===== config.mk =====
export PLATFORM = sky130hd
export DESIGN_NAME = rv32i_decode_stage
export DESIGN_NICKNAME = d
export VERILOG_FILES = /design/src/rtl/rv32i_decode_stage.sv
export SDC_FILE = /design/constraint.sdc
export NUM_CORES = 1
export LEC_CHECK = 0
export BUFFER_PORTS_ARGS = -buffer_cell sky130_fd_sc_hd__buf_2
export CAP_MARGIN = 0
export CORE_MARGIN = 3
export CORE_UTILIZATION = 35
export DETAILED_ROUTE_END_ITERATION = 8
export GPL_TIMING_DRIVEN = 0
export MAX_ROUTING_LAYER = met4
export PLACE_DENSITY = 0.52
export SLEW_MARGIN = 10
export SYNTH_ARGS = -nofsm -noshare
export SYNTH_HDL_FRONTEND = slang
export SYNTH_SLANG_ARGS = --single-unit

===== constraint.sdc =====
create_clock -name clk -period 11.2 [get_ports clk]
set_clock_uncertainty 0.2 [all_clocks]
set_input_delay 0 -clock clk [delete_from_list [all_inputs] [get_ports clk]]
set_output_delay 0 -clock clk [all_outputs]
set_load 0.01 [all_outputs]

===== src/rtl/rv32i_decode_stage.sv =====
// -----------------------------------------------------------------------------
// rv32i_decode_stage
//
// Purpose
//   Decode stage for an RV32I pipeline. The incoming instruction word is
//   decoded combinationally on the input side, and the decoded bundle is then
//   captured in flops. Storage is one output register plus one skid register.
//   This gives full throughput while the consumer is ready, and loses nothing
//   when backpressure arrives while an input is being offered.
//
// Ports
//   clk          in   1   rising-edge clock
//   rst          in   1   synchronous, active-high reset
//   in_valid     in   1   instruction offered
//   in_ready     out  1   stage can accept (registered, == !skid_full)
//   in_instr     in  32   RV32I instruction word
//   in_pc        in  32   instruction address
//   flush        in   1   discard every held instruction, drop current input
//   out_valid    out  1   decoded bundle valid
//   out_ready    in   1   consumer accepts
//   out_pc       out 32   passed-through pc
//   out_opcode   out  7   instr[6:0]
//   out_funct3   out  3   instr[14:12]
//   out_alu_op   out  6   ALU operation (alu_op_e encoding)
//   out_rd       out  5   destination register, 0 when not written
//   out_rs1      out  5   source register 1, 0 when not read
//   out_rs2      out  5   source register 2, 0 when not read
//   out_imm      out 32   sign-extended immediate
//   out_illegal  out  1   instruction not decodable
// -----------------------------------------------------------------------------
module rv32i_decode_stage (
    input  logic        clk,
    input  logic        rst,

    input  logic        in_valid,
    output logic        in_ready,
    input  logic [31:0] in_instr,
    input  logic [31:0] in_pc,

    input  logic        flush,

    output logic        out_valid,
    input  logic        out_ready,
    output logic [31:0] out_pc,
    output logic [6:0]  out_opcode,
    output logic [2:0]  out_funct3,
    output logic [5:0]  out_alu_op,
    output logic [4:0]  out_rd,
    output logic [4:0]  out_rs1,
    output logic [4:0]  out_rs2,
    output logic [31:0] out_imm,
    output logic        out_illegal
);

    // -------------------------------------------------------------------------
    // Types and constants
    // -------------------------------------------------------------------------
    typedef enum logic [5:0] {
        ALU_ADD     = 6'd0,
        ALU_SUB     = 6'd1,
        ALU_SLL     = 6'd2,
        ALU_SLT     = 6'd3,
        ALU_SLTU    = 6'd4,
        ALU_XOR     = 6'd5,
        ALU_SRL     = 6'd6,
        ALU_SRA     = 6'd7,
        ALU_OR      = 6'd8,
        ALU_AND     = 6'd9,
        ALU_ADDI    = 6'd10,
        ALU_SLTI    = 6'd11,
        ALU_SLTIU   = 6'd12,
        ALU_XORI    = 6'd13,
        ALU_ORI     = 6'd14,
        ALU_ANDI    = 6'd15,
        ALU_BYPASS  = 6'd16,
        ALU_JALR    = 6'd17,
        ALU_INVALID = 6'd18
    } alu_op_e;

    typedef enum logic [2:0] {
        FMT_R,
        FMT_I,
        FMT_S,
        FMT_B,
        FMT_U,
        FMT_J
    } fmt_e;

    typedef struct packed {
        logic [31:0] pc;
        logic [6:0]  opcode;
        logic [2:0]  funct3;
        alu_op_e     alu_op;
        logic [4:0]  rd;
        logic [4:0]  rs1;
        logic [4:0]  rs2;
        logic [31:0] imm;
        logic        illegal;
    } bundle_t;

    localparam logic [6:0] OP_LUI    = 7'b0110111;
    localparam logic [6:0] OP_AUIPC  = 7'b0010111;
    localparam logic [6:0] OP_JAL    = 7'b1101111;
    localparam logic [6:0] OP_JALR   = 7'b1100111;
    localparam logic [6:0] OP_BRANCH = 7'b1100011;
    localparam logic [6:0] OP_LOAD   = 7'b0000011;
    localparam logic [6:0] OP_IMM    = 7'b0010011;
    localparam logic [6:0] OP_STORE  = 7'b0100011;
    localparam logic [6:0] OP_REG    = 7'b0110011;

    localparam logic [6:0] F7_BASE   = 7'h00;
    localparam logic [6:0] F7_ALT    = 7'h20;

    localparam bundle_t OUT_RESET = '{
        pc:      32'h0,
        opcode:  7'h0,
        funct3:  3'h0,
        alu_op:  ALU_INVALID,
        rd:      5'h0,
        rs1:     5'h0,
        rs2:     5'h0,
        imm:     32'h0,
        illegal: 1'b0
    };

    // -------------------------------------------------------------------------
    // Input-side decode (pure combinational, registered below)
    // -------------------------------------------------------------------------
    logic [6:0]  opcode;
    logic [2:0]  funct3;
    logic [6:0]  funct7;
    fmt_e        dec_fmt;
    alu_op_e     dec_alu;
    logic        dec_legal;
    logic [31:0] dec_imm;
    bundle_t     dec;

    assign opcode = in_instr[6:0];
    assign funct3 = in_instr[14:12];
    assign funct7 = in_instr[31:25];

    // NOTE: every signal written in an always_comb gets a default on entry;
    // a path that skips an assignment would otherwise infer a latch.
    always_comb begin
        dec_fmt   = FMT_R;
        dec_alu   = ALU_INVALID;
        dec_legal = 1'b1;

        case (opcode)
            OP_LUI: begin
                dec_fmt = FMT_U;
                dec_alu = ALU_BYPASS;
            end
            OP_AUIPC: begin
                dec_fmt = FMT_U;
                dec_alu = ALU_ADD;
            end
            OP_JAL: begin
                dec_fmt = FMT_J;
                dec_alu = ALU_ADD;
            end
            OP_JALR: begin
                dec_fmt   = FMT_I;
                dec_alu   = ALU_JALR;
                dec_legal = (funct3 == 3'b000);
            end
            OP_BRANCH: begin
                dec_fmt   = FMT_B;
                dec_alu   = ALU_SUB;
                dec_legal = (funct3 != 3'b010) && (funct3 != 3'b011);
            end
            OP_LOAD: begin
                dec_fmt   = FMT_I;
                dec_alu   = ALU_ADD;
                dec_legal = (funct3 == 3'b010);   // only LW exists here
            end
            OP_STORE: begin
                dec_fmt   = FMT_S;
                dec_alu   = ALU_ADD;
                dec_legal = (funct3 == 3'b010);   // only SW exists here
            end
            OP_IMM: begin
                dec_fmt = FMT_I;
                case (funct3)
                    3'b000: dec_alu = ALU_ADDI;
                    3'b001: begin
                        dec_alu   = ALU_SLL;
                        dec_legal = (funct7 == F7_BASE);
                    end
                    3'b010: dec_alu = ALU_SLTI;
                    3'b011: dec_alu = ALU_SLTIU;
                    3'b100: dec_alu = ALU_XORI;
                    3'b101: begin
                        // Shift-right immediates use funct7 to pick SRL/SRA.
                        if (funct7 == F7_BASE) begin
                            dec_alu = ALU_SRL;
                        end else if (funct7 == F7_ALT) begin
                            dec_alu = ALU_SRA;
                        end else begin
                            dec_legal = 1'b0;
                        end
                    end
                    3'b110: dec_alu = ALU_ORI;
                    default: dec_alu = ALU_ANDI;  // 3'b111
                endcase
            end
            OP_REG: begin
                dec_fmt = FMT_R;
                case ({funct7, funct3})
                    {F7_BASE, 3'b000}: dec_alu = ALU_ADD;
                    {F7_BASE, 3'b001}: dec_alu = ALU_SLL;
                    {F7_BASE, 3'b010}: dec_alu = ALU_SLT;
                    {F7_BASE, 3'b011}: dec_alu = ALU_SLTU;
                    {F7_BASE, 3'b100}: dec_alu = ALU_XOR;
                    {F7_BASE, 3'b101}: dec_alu = ALU_SRL;
                    {F7_BASE, 3'b110}: dec_alu = ALU_OR;
                    {F7_BASE, 3'b111}: dec_alu = ALU_AND;
                    {F7_ALT,  3'b000}: dec_alu = ALU_SUB;
                    {F7_ALT,  3'b101}: dec_alu = ALU_SRA;
                    default:           dec_legal = 1'b0;
                endcase
            end
            default: dec_legal = 1'b0;
        endcase
    end

    // Immediate extraction by instruction format.
    always_comb begin
        dec_imm = 32'h0;
        case (dec_fmt)
            FMT_I: dec_imm = {{20{in_instr[31]}}, in_instr[31:20]};
            FMT_S: dec_imm = {{20{in_instr[31]}}, in_instr[31:25], in_instr[11:7]};
            FMT_B: dec_imm = {{19{in_instr[31]}}, in_instr[31], in_instr[7],
                              in_instr[30:25], in_instr[11:8], 1'b0};
            FMT_U: dec_imm = {in_instr[31:12], 12'h000};
            FMT_J: dec_imm = {{11{in_instr[31]}}, in_instr[31], in_instr[19:12],
                              in_instr[20], in_instr[30:21], 1'b0};
            default: dec_imm = 32'h0;  // R-type carries no immediate
        endcase
    end

    // Assemble the bundle; an illegal word keeps pc/opcode/funct3 for the
    // trap handler but zeroes every operand field.
    always_comb begin
        dec         = OUT_RESET;
        dec.pc      = in_pc;
        dec.opcode  = opcode;
        dec.funct3  = funct3;
        dec.illegal = !dec_legal;
        if (dec_legal) begin
            dec.alu_op = dec_alu;
            dec.imm    = dec_imm;
            dec.rd     = (dec_fmt != FMT_S && dec_fmt != FMT_B) ? in_instr[11:7]  : 5'd0;
            dec.rs1    = (dec_fmt != FMT_U && dec_fmt != FMT_J) ? in_instr[19:15] : 5'd0;
            dec.rs2    = (dec_fmt == FMT_R || dec_fmt == FMT_S || dec_fmt == FMT_B)
                         ? in_instr[24:20] : 5'd0;
        end
    end

    // -------------------------------------------------------------------------
    // Output register + skid register handshake
    // -------------------------------------------------------------------------
    bundle_t out_q;
    bundle_t skid_q;
    logic    out_valid_q, out_valid_d;
    logic    skid_valid_q, skid_valid_d;
    logic    in_ready_q, in_ready_d;
    logic    out_free;
    logic    in_fire;
    logic    load_out_from_skid;
    logic    load_out_from_in;
    logic    load_skid;

    // The output slot can take new data when it is empty or draining now.
    assign out_free = !out_valid_q || out_ready;
    assign in_fire  = in_valid && in_ready_q;

    always_comb begin
        out_valid_d        = out_valid_q;
        skid_valid_d       = skid_valid_q;
        load_out_from_skid = 1'b0;
        load_out_from_in   = 1'b0;
        load_skid          = 1'b0;

        if (flush) begin
            // Flush outranks every transfer, including the one being offered.
            out_valid_d  = 1'b0;
            skid_valid_d = 1'b0;
        end else if (out_free) begin
            if (skid_valid_q) begin
                // Older skid entry goes first; in_ready was low, so no input
                // can be arriving on this edge.
                load_out_from_skid = 1'b1;
                out_valid_d        = 1'b1;
                skid_valid_d       = 1'b0;
            end else if (in_fire) begin
                load_out_from_in = 1'b1;
                out_valid_d      = 1'b1;
            end else begin
                out_valid_d = 1'b0;
            end
        end else if (in_fire) begin
            // Output is held: park the newcomer in the skid slot.
            load_skid    = 1'b1;
            skid_valid_d = 1'b1;
        end

        // Registered ready: accept next cycle only if the skid will be empty.
        in_ready_d = !skid_valid_d;
    end

    // NOTE: sequential state is updated with non-blocking assignments so every
    // flop samples pre-edge values regardless of process ordering.
    always_ff @(posedge clk) begin
        if (rst) begin
            out_valid_q  <= 1'b0;
            skid_valid_q <= 1'b0;
            in_ready_q   <= 1'b0;
            out_q        <= OUT_RESET;
        end else begin
            out_valid_q  <= out_valid_d;
            skid_valid_q <= skid_valid_d;
            in_ready_q   <= in_ready_d;
            if (load_out_from_skid) begin
                out_q <= skid_q;
            end else if (load_out_from_in) begin
                out_q <= dec;
            end
        end
    end

    // NOTE: the skid payload has no reset; skid_valid_q qualifies it, so
    // clearing the data would only add reset fan-out.
    always_ff @(posedge clk) begin
        if (load_skid) begin
            skid_q <= dec;
        end
    end

    // -------------------------------------------------------------------------
    // Outputs straight from flops
    // -------------------------------------------------------------------------
    assign in_ready    = in_ready_q;
    assign out_valid   = out_valid_q;
    assign out_pc      = out_q.pc;
    assign out_opcode  = out_q.opcode;
    assign out_funct3  = out_q.funct3;
    assign out_alu_op  = out_q.alu_op;
    assign out_rd      = out_q.rd;
    assign out_rs1     = out_q.rs1;
    assign out_rs2     = out_q.rs2;
    assign out_imm     = out_q.imm;
    assign out_illegal = out_q.illegal;

endmodule


Word-level counts from Yosys, hierarchy flattened

Cells that the tools add are included.

Flip-flop bits (word level): 195
Input bits: 69
Output and inout port bits: 98
Word-level logic and storage cells: 110

Eq/ne operators: 36
Multiplexer cells: 31
Reductions and logical operators: 22

Operator list:

| operator              | number |
|---|---|
| $mux W96              | 2 |
| $pmux W32 S5          | 1 |
| $mux W53              | 1 |
| $pmux W5 S10          | 1 |
| $eq A10 B3 Y1 const B | 4 |
| $pmux W5 S7           | 1 |
| $pmux W5 S6           | 1 |
| $eq A7 B6 Y1 const B  | 4 |
| $mux W5               | 5 |
| $eq A7 B7 Y1 const B  | 3 |
| $eq A10 B2 Y1 const B | 2 |
| $eq A10 B9 Y1 const B | 2 |
| $mux W1               | 16 |
| $eq A3 B3 Y1 const B  | 5 |
| $pmux W3 S5           | 1 |
| $eq A7 B5 Y1 const B  | 2 |
| $eq A3 B2 Y1 const B  | 4 |
| $ne A3 B2 Y1 const B  | 4 |
| $eq A10 B1 Y1 const B | 1 |
| $logic_not A10 Y1     | 1 |
| $reduce_or A10 Y1     | 1 |
| $eq A7 B2 Y1 const B  | 1 |
| $logic_not A7 Y1      | 1 |
| $eq A3 B1 Y1 const B  | 2 |
| 11 further kinds      | 23 |

Depth between registers and ports, before layout

Gate-level depths: netlist of the first run.

Depth after elaboration: 10
Depth in mapped cells: 9
Mapped depth without buffers: 7

Least setup slack after synthesis of the first run

No wires, ideal clock.

Path type: register -> register
Start point: register out_valid_q (netlist: out_valid)
End point: register skid_q[0] (netlist bit) (enable)
Setup time: 0.666 ns
Arrival: 7.018 ns
Required time: 10.334 ns
Setup slack: 3.316 ns
Cell stages (with the launch flop): 3
Path buffers: 0
Path through: dfxtp_1 > nand2b_1 > nor3_1

Longest elaborated chain between the ends: 4

RTL lines:

| item                   | RTL line | RTL |
|---|---|---|
| start, declared        | 265      | `logic out_valid_q, out_valid_d;` |
| start signal, assigned | 321      | `out_valid_q <= out_valid_d;` |
| $logic_not A1 Y1       | 275      | `assign out_free = !out_valid_q \|\| out_ready;` |
| $logic_or A1 B1 Y1     | 275      |  |
| $mux W1                | 289      | `end else if (out_free) begin` |
| $mux W1                | 285      | `if (flush) begin` |
| net load_skid          | 272      | `logic load_skid;` |
| end signal, assigned   | 336      | `skid_q <= dec;` |
| end, declared          | 264      | `bundle_t skid_q;` |

The timed path passes the listed nets, and every way through them passes these cells.
A chain may end at the register's enable or synchronous reset.

Worst setup path in the final report of the first run

Start point: input port in_instr[2]
End point: register out_q, in the netlist out_imm[2]

Longest elaborated chain between the ends: 8

RTL lines:

| item                                                                         | RTL line | RTL |
|---|---|---|
| start, declared                                                              | 37       | `input logic [31:0] in_instr,` |
| $eq A7 B5 Y1, or another cell as far along                                   | 149      | `case (opcode)` |
| $reduce_or A3 Y1 (no source line) / $reduce_or A2 Y1 (equally long branches) | n/a      |  |
| $pmux W3 S5                                                                  | 149      |  |
| $eq A3 B3 Y1, or another cell as far along                                   | 230      | `case (dec_fmt)` |
| $pmux W32 S5                                                                 | 230      |  |
| $mux W53 *                                                                   | 250      | `if (dec_legal) begin` |
| $mux W96 *                                                                   | 326      | `end else if (load_out_from_in) begin` |
| $mux W96 *                                                                   | 324      | `if (load_out_from_skid) begin` |
| end signal, assigned                                                         | 325      | `out_q <= skid_q;` |
| end, declared                                                                | 263      | `bundle_t out_q;` |

Mark *: on every way between the ends. The rest lies on a longest branch, timed or not. The select of a mux whose other input is x is not followed.

==> results.md, run 1 <==
* Hold Vio Cnt, Final at 0
* CP max stage delay at 0.70 ns
* Reg2reg path depth at 6
* CTS buffer count at 17
* Synth area leader: edfxtp_1
* Synth Instances at 852
* Port Buffer Count at 164
* Setup-failing EPs final at 0
* Unrepaired setup endpoints after global routing: false
* ANT cells at 0
* Synth warn at 0
* Wirelength per Cell at approximately 18 µm
* Drt initial violations at 535
* Post-CTS Setup Bufs at 0
* Die area at 25900 µm²
* Avg Synthesized Cell Area at 9.86 µm²
* Max cap viols at 0
* Site Rows at 56
* Post-cts hold buffer count at 74
* Worst-path fanout max at 6
* CTS tree: done
* Peak supply drop at 78.5 µV
* Die Ht at between 150 and 200 µm
* Reg2Reg Setup Slack at between 8 and 9 ns
* Fin Setup TNS at 0 ns
* Pwr Total at 1.49 mW
* Unique masters post-synth at 67
* Fmax at between 0.3 and 0.4 GHz
* Routed via count at 7340
* Hold Slack at 0.0815 ns
* Clock root cell: clkbuf_16
* Outcome: finished, final reports clean
* Power density over the cells at 135 nW/µm²
* Total congestion overflow at 0
* Final Instance Area at 11100 µm²
* Critical Setup Path Class: in -> reg
* Register area share after synthesis at between 50% and 60%
* Max Slew Vio Count at 0
* Drc violations at 0
* Clock Tree Buf Depth at 2
* # IOs at 167
* Tcrit/Tclk final at about 24%
* Fin cells at roughly 1500
* Worst-Skew Late Latency at 0.44 ns
* H-tree Lvls at 4
* WP data required at around 11 ns
* Synth top cells by count: nand2_1 (169), dfxtp_1 (98), edfxtp_1 (95)
* Least-Margin Pin Slew at around 0.88 ns
* Die width at 161 µm
* CP cell instances: dlygate4sd3_1 > buf_2 > nand4bb_1 > nor3_1 > a22oi_1 > dlygate4sd3_1 > o2bb2ai_1 > o21ai_0
* Pre-antenna DRT Iters at 5
* Via count of the first global-routing pass at 7084
* Leak pwr at about 4.5 nW
* Primary FF master, synth: dfxtp_1
* Antenna Nets Post-Route at 0
* Clock net sink count at 193
* Initial antenna violation count at 0
* Fin crit period at 2.72 ns
* Top post-synthesis cells by area: edfxtp_1 (34%), dfxtp_1 (23%), nand2_1 (7.6%)
* Vias per std cell at between 5 and 6
* Synthesized Nets at 921
* Synth Cell Area at 8400 µm²
* Final WL at 26.1 mm
* Ys async rst share at 0%
* Syn-to-layout area delta at 31.7%
* CP most frequent cell: dlygate4sd3_1
* Worst hold path type: in -> reg
* Worst setup endpoint: out_imm[2]
* Synth top area share at roughly 34%
* Initial Util at between 30% and 40%
* Cts repair resizes at 0
* Worst Setup SP: in_instr[2]
* Slew HR at 41.2%
* DP Cell Count at 1346
* GRT Resource Usage Total at 20.9%
* Crit end category: register
* Reg clk slew, reported paths at ~0.080 ns
* RR Startpoint: skid_valid_q
* Nets at approximately 1200
* #FFs+latches synth at 193
* Core box area at between 20000 and 25000 µm²
* Most frequent cell after synthesis: nand2_1
* Startpoint types: input port
* Post-DP HPWL at 18.9 mm
* Maximum number of pins on one net before global-route repair at 19
* First-pass GRT wire length at 41.0 mm
* CP arrival at about 2.9 ns
* Reg2reg end: out_funct3[0]
* Post-synth EDFFs at 95
* Area after DPL at 9720 µm²
* Routability Congestion at 0.860
* Layout cells sized above 1 at 23.0%
* Critical path's slowest cell: nor3_1
[per-stage QoR]
step / setup slack [ns] / utilization (%)
global placement: -0.745 / 40.8
CTS: 8.53 / 47.0
detailed placement: 8.68 / 41.3
floorplan: 3.32 / -
finish: 8.48 / 47.0
global route: 8.35 / 47.0
[flip-flops by register name, indices dropped and copies added (netlist names), 5 cells and up]
register / cells
skid_q: 95
out_imm: 32
out_pc: 32
out_opcode: 7
out_alu_op: 5
out_rd: 5
out_rs1: 5
out_rs2: 5
[worst max-delay path, delay by kind of cell]
| kind | cells | cell delay (ns) |
|---|---|---|
| buffers and inverters | 3 | 1.31 |
| AND/OR/NAND/NOR | 2 | 1.08 |
| AO/OA/AOI/OAI | 3 | 0.48 |
[routing by layer]
metal | vias up | wire [µm] | global-route usage, %
met3 | 19 | 983 | 3.38
li1 | 3609 | - | -
met2 | 169 | 12400 | 32.5
met5 | - | 0 | -
met4 | 0 | 296 | 4.30
met1 | 3543 | 12400 | 29.0
[cell type report]
class,count,area [µm²]
multi-input combinational,577,3230
tap,319,399
fill,2324,12500
inverter,11,41.3
buffer,71,320
clock inverter,13,143
clock buffer,19,453
timing repair buffer,249,1660
sequential,193,4810
[cell families after synthesis]
group                     after synthesis  share of synthesized area, %
and+or+nand+nor                       342                          18.0
xor gates and xnor gates                2                         0.209
other                                   1                        0.0447
buffers and inverters                  82                          4.31
AOI/OAI and AO/OA                     231                          19.9
muxes                                   1                         0.119
DFF                                   193                          57.3
[cells in the final DEF (no fill, tap or decap), types with 7 or more instances in the layout]
cell / n
buf_2: 174
nand2_1: 169
dfxtp_1: 98
edfxtp_1: 95
nor2_1: 91
a21oi_1: 74
dlygate4sd3_1: 74
clkbuf_1: 54
a311oi_1: 42
o21ai_0: 36
o21a_1: 20
and3_1: 19
clkbuf_16: 17
o31ai_2: 16
nor2b_1: 11
buf_4: 10
inv_1: 10
nor3_1: 10
buf_6: 8
nand4_1: 7
[where the power goes]
group          internal (mW)  total, mW  switching (mW)
combinational         0.0517      0.121          0.0698
clock                  0.327      0.619           0.292
sequential             0.745      0.750         0.00484
[how the worst min path moves through the flow]
stage	from	endpoint	slack, ns	cells after the start
2_1_floorplan	flush	out_valid	-0.12	1
3_3_place_gp	in_instr[14]	skid_q[56]	-0.008	1
3_5_place_dp	in_instr[14]	skid_q[56]	-0.007	1
4_1_cts	in_pc[0]	skid_q[64]	0.07	2
5_1_grt	in_pc[1]	skid_q[65]	0.08	2
6_report	in_pc[0]	skid_q[64]	0.08	2
Note: power is estimated with default switching activity, not from simulation.
==> run 2, diff against run 1 <==
==> constraint.sdc (replaced) <==
create_clock -name clk -period 2.8 [get_ports clk]
set_clock_uncertainty 0.2 [all_clocks]
set_input_delay 0 -clock clk [delete_from_list [all_inputs] [get_ports clk]]
set_output_delay 0 -clock clk [all_outputs]
set_load 0.01 [all_outputs]
==> results.md, run 2 (same netlist as run 1, synthesis figures left out) <==
* Outcome: finished, final reports clean
* CTS tree: done
* Unrepaired setup endpoints after global routing: false
* Commonest non-fill, non-tap cell in the layout: buf_2
* Die Ht at 161 µm
* Fmax at 0.396 GHz
* Max reg flops at 95
* Post-CTS Setup Bufs at 0
* Worst-Skew Late Latency at 0.43 ns
* CTS buffer count at 17
* Final Instance Area at about 11000 µm²
* Final WL at 26.2 mm
* Via count of the first global-routing pass at 7206
* Maximum number of pins on one net before global-route repair at 19
* Antenna Nets Post-Route at 0
* Slew HR at 44.6%
* WP data required at between 2 and 3 ns
* Pint at between 4 and 5 mW
* Routed via count at 7361
* ANT cells at 0
* Port Buffer Count at ~160
* Least-Margin Pin Slew at 0.828 ns
* Crit end category: register
* Pwr Total at 5.92 mW
* Sequential Power Share at a little over 50%
* Syn-to-layout area delta at 31.8%
* Die width at 161 µm
* Core box area at 23500 µm²
* Hold Vio Cnt, Final at 0
* Clock root cell: clkbuf_16
* Peak supply drop at 331 µV
* GRT Resource Usage Total at 21.0%
* Commonest cells after routing, fill and taps aside: buf_2 (174), nand2_1 (169), dfxtp_1 (97)
* Power density over the cells at between 500 and 600 nW/µm²
* Fin cells at 1447
* CP most frequent cell: clkbuf_1
* Die area at between 20000 and 30000 µm²
* Routability Congestion at 0.829
* CP cell instances: nor2b_1 > nor3_1 > clkbuf_1 > clkbuf_1 > o21ai_0 > a211oi_2
* Clock net sink count at 193
* Leak pwr at 4.52 nW
* Comb pwr share at around 8%
* Drc violations at 0
* Clock Tree Buf Depth at 2
* Wirelength per Cell at 18.1 µm
* Max Slew Vio Count at 0
* Critical Setup Path Class: reg -> reg
* Total congestion overflow at 0
* Vias per std cell at approximately 5
* Startpoint types: register
* # IOs at 167
* Tcrit/Tclk final at 90.2%
* Worst hold path type: in -> reg
* Drt initial violations at 466
* Site Rows at 56
* CP arrival at 2.68 ns
* Initial antenna violation count at 0
* H-tree Lvls at 4
* CP max stage delay at about 0.55 ns
* Fin crit period at 2.53 ns
* Core Util, Final at 47.0%
* Critical path's slowest cell: clkbuf_1
* Layout cells sized above 1 at between 20 and 25%
* Worst-path fanout max at 10
* Clock power share at 41.1%
* Area after DPL at approximately 10000 µm²
* Nets at 1184
* Pre-antenna DRT Iters at 5
* Sw Pwr at about 1.5 mW
* DP Cell Count at around 1300
* Reg clk slew, reported paths at 0.08 ns
* Max cap viols at 0
* Post-DP HPWL at 18.8 mm
* Net Sw Frac at approximately a quarter
* First-pass GRT wire length at 41.5 mm
* Most flops, register: skid_q
* Initial Util at 35.7%
* Setup-failing EPs final at 0
[run 2: cell types whose count changed in the layout (fill, tap and decap cells not counted), sizes merged]
cell and change:
inv -2, buf -4, dlygate4sd3 -1, clkinv +2
clkbuf -1, clkinvlp +1
[run 2: cell type report]
cell class	count	area, µm²
fillers	2315	12500
flip-flops and latches	193	4820
multi-input cells	577	3250
repair buffers	244	1650
clock buffers	18	429
well taps	319	399
plain buffers	71	322
clock inverters	14	154
inverters	11	41.3
[run 2: power by group through the flow]
stage	Clock [mW]	Combinational, mW	Sequential [mW]
2_1_floorplan	0	0.198	3.08
3_3_place_gp	0	0.406	3.07
3_5_place_dp	0	0.410	3.07
4_1_cts	2.48	0.486	3.00
5_1_grt	2.61	0.535	3.00
6_report	2.43	0.486	3.00
[run 2: layer usage]
metal	part of all wire [%]	global-route usage, %
met5	0	-
met3	4.7	3.28
met4	1.1	4.85
met2	46	32.1
met1	48	29.7
[run 2: final timing paths]
| path | to | slack (ns) | startpoint | cells after the start |
|---|---|---|---|---|
| worst max-delay path | out_rs2[0] | 0.27 | out_valid | 6 |
| worst min-delay path | skid_q[66] | 0.08 | in_pc[2] | 2 |
| worst max register to register | out_rs2[0] | 0.27 | out_valid | 6 |
| worst min register to register | out_imm[16] | 0.26 | out_imm[16] | 2 |
[run 2: what timing repair did]
item,in CTS,in global routing
resized for setup,0,4
hold buffers,73,0
endpoints found under the setup margin,0,5
hold endpoints to repair,204,0
[run 2: critical path, delay by kind of cell, from the launching register on]
family / cells / cell delay [ns]
flip-flops: 1 / 0.36
buffers and inverters: 2 / 1.02
AND/OR/NAND/NOR: 2 / 0.46
AO/OA/AOI/OAI: 2 / 0.41
[run 2: per-stage QoR]
stage	worst slack (ns)	hold WS, ns	setup TNS (ns)
detailed placement	0.189	-0.00624	0
CTS	0.0799	0.0682	0
floorplan	-0.573	-0.131	-54.48
global placement	-1.92	-0.00980	-181.58
global route	0.0176	0.0798	0
finish	0.274	0.0821	0
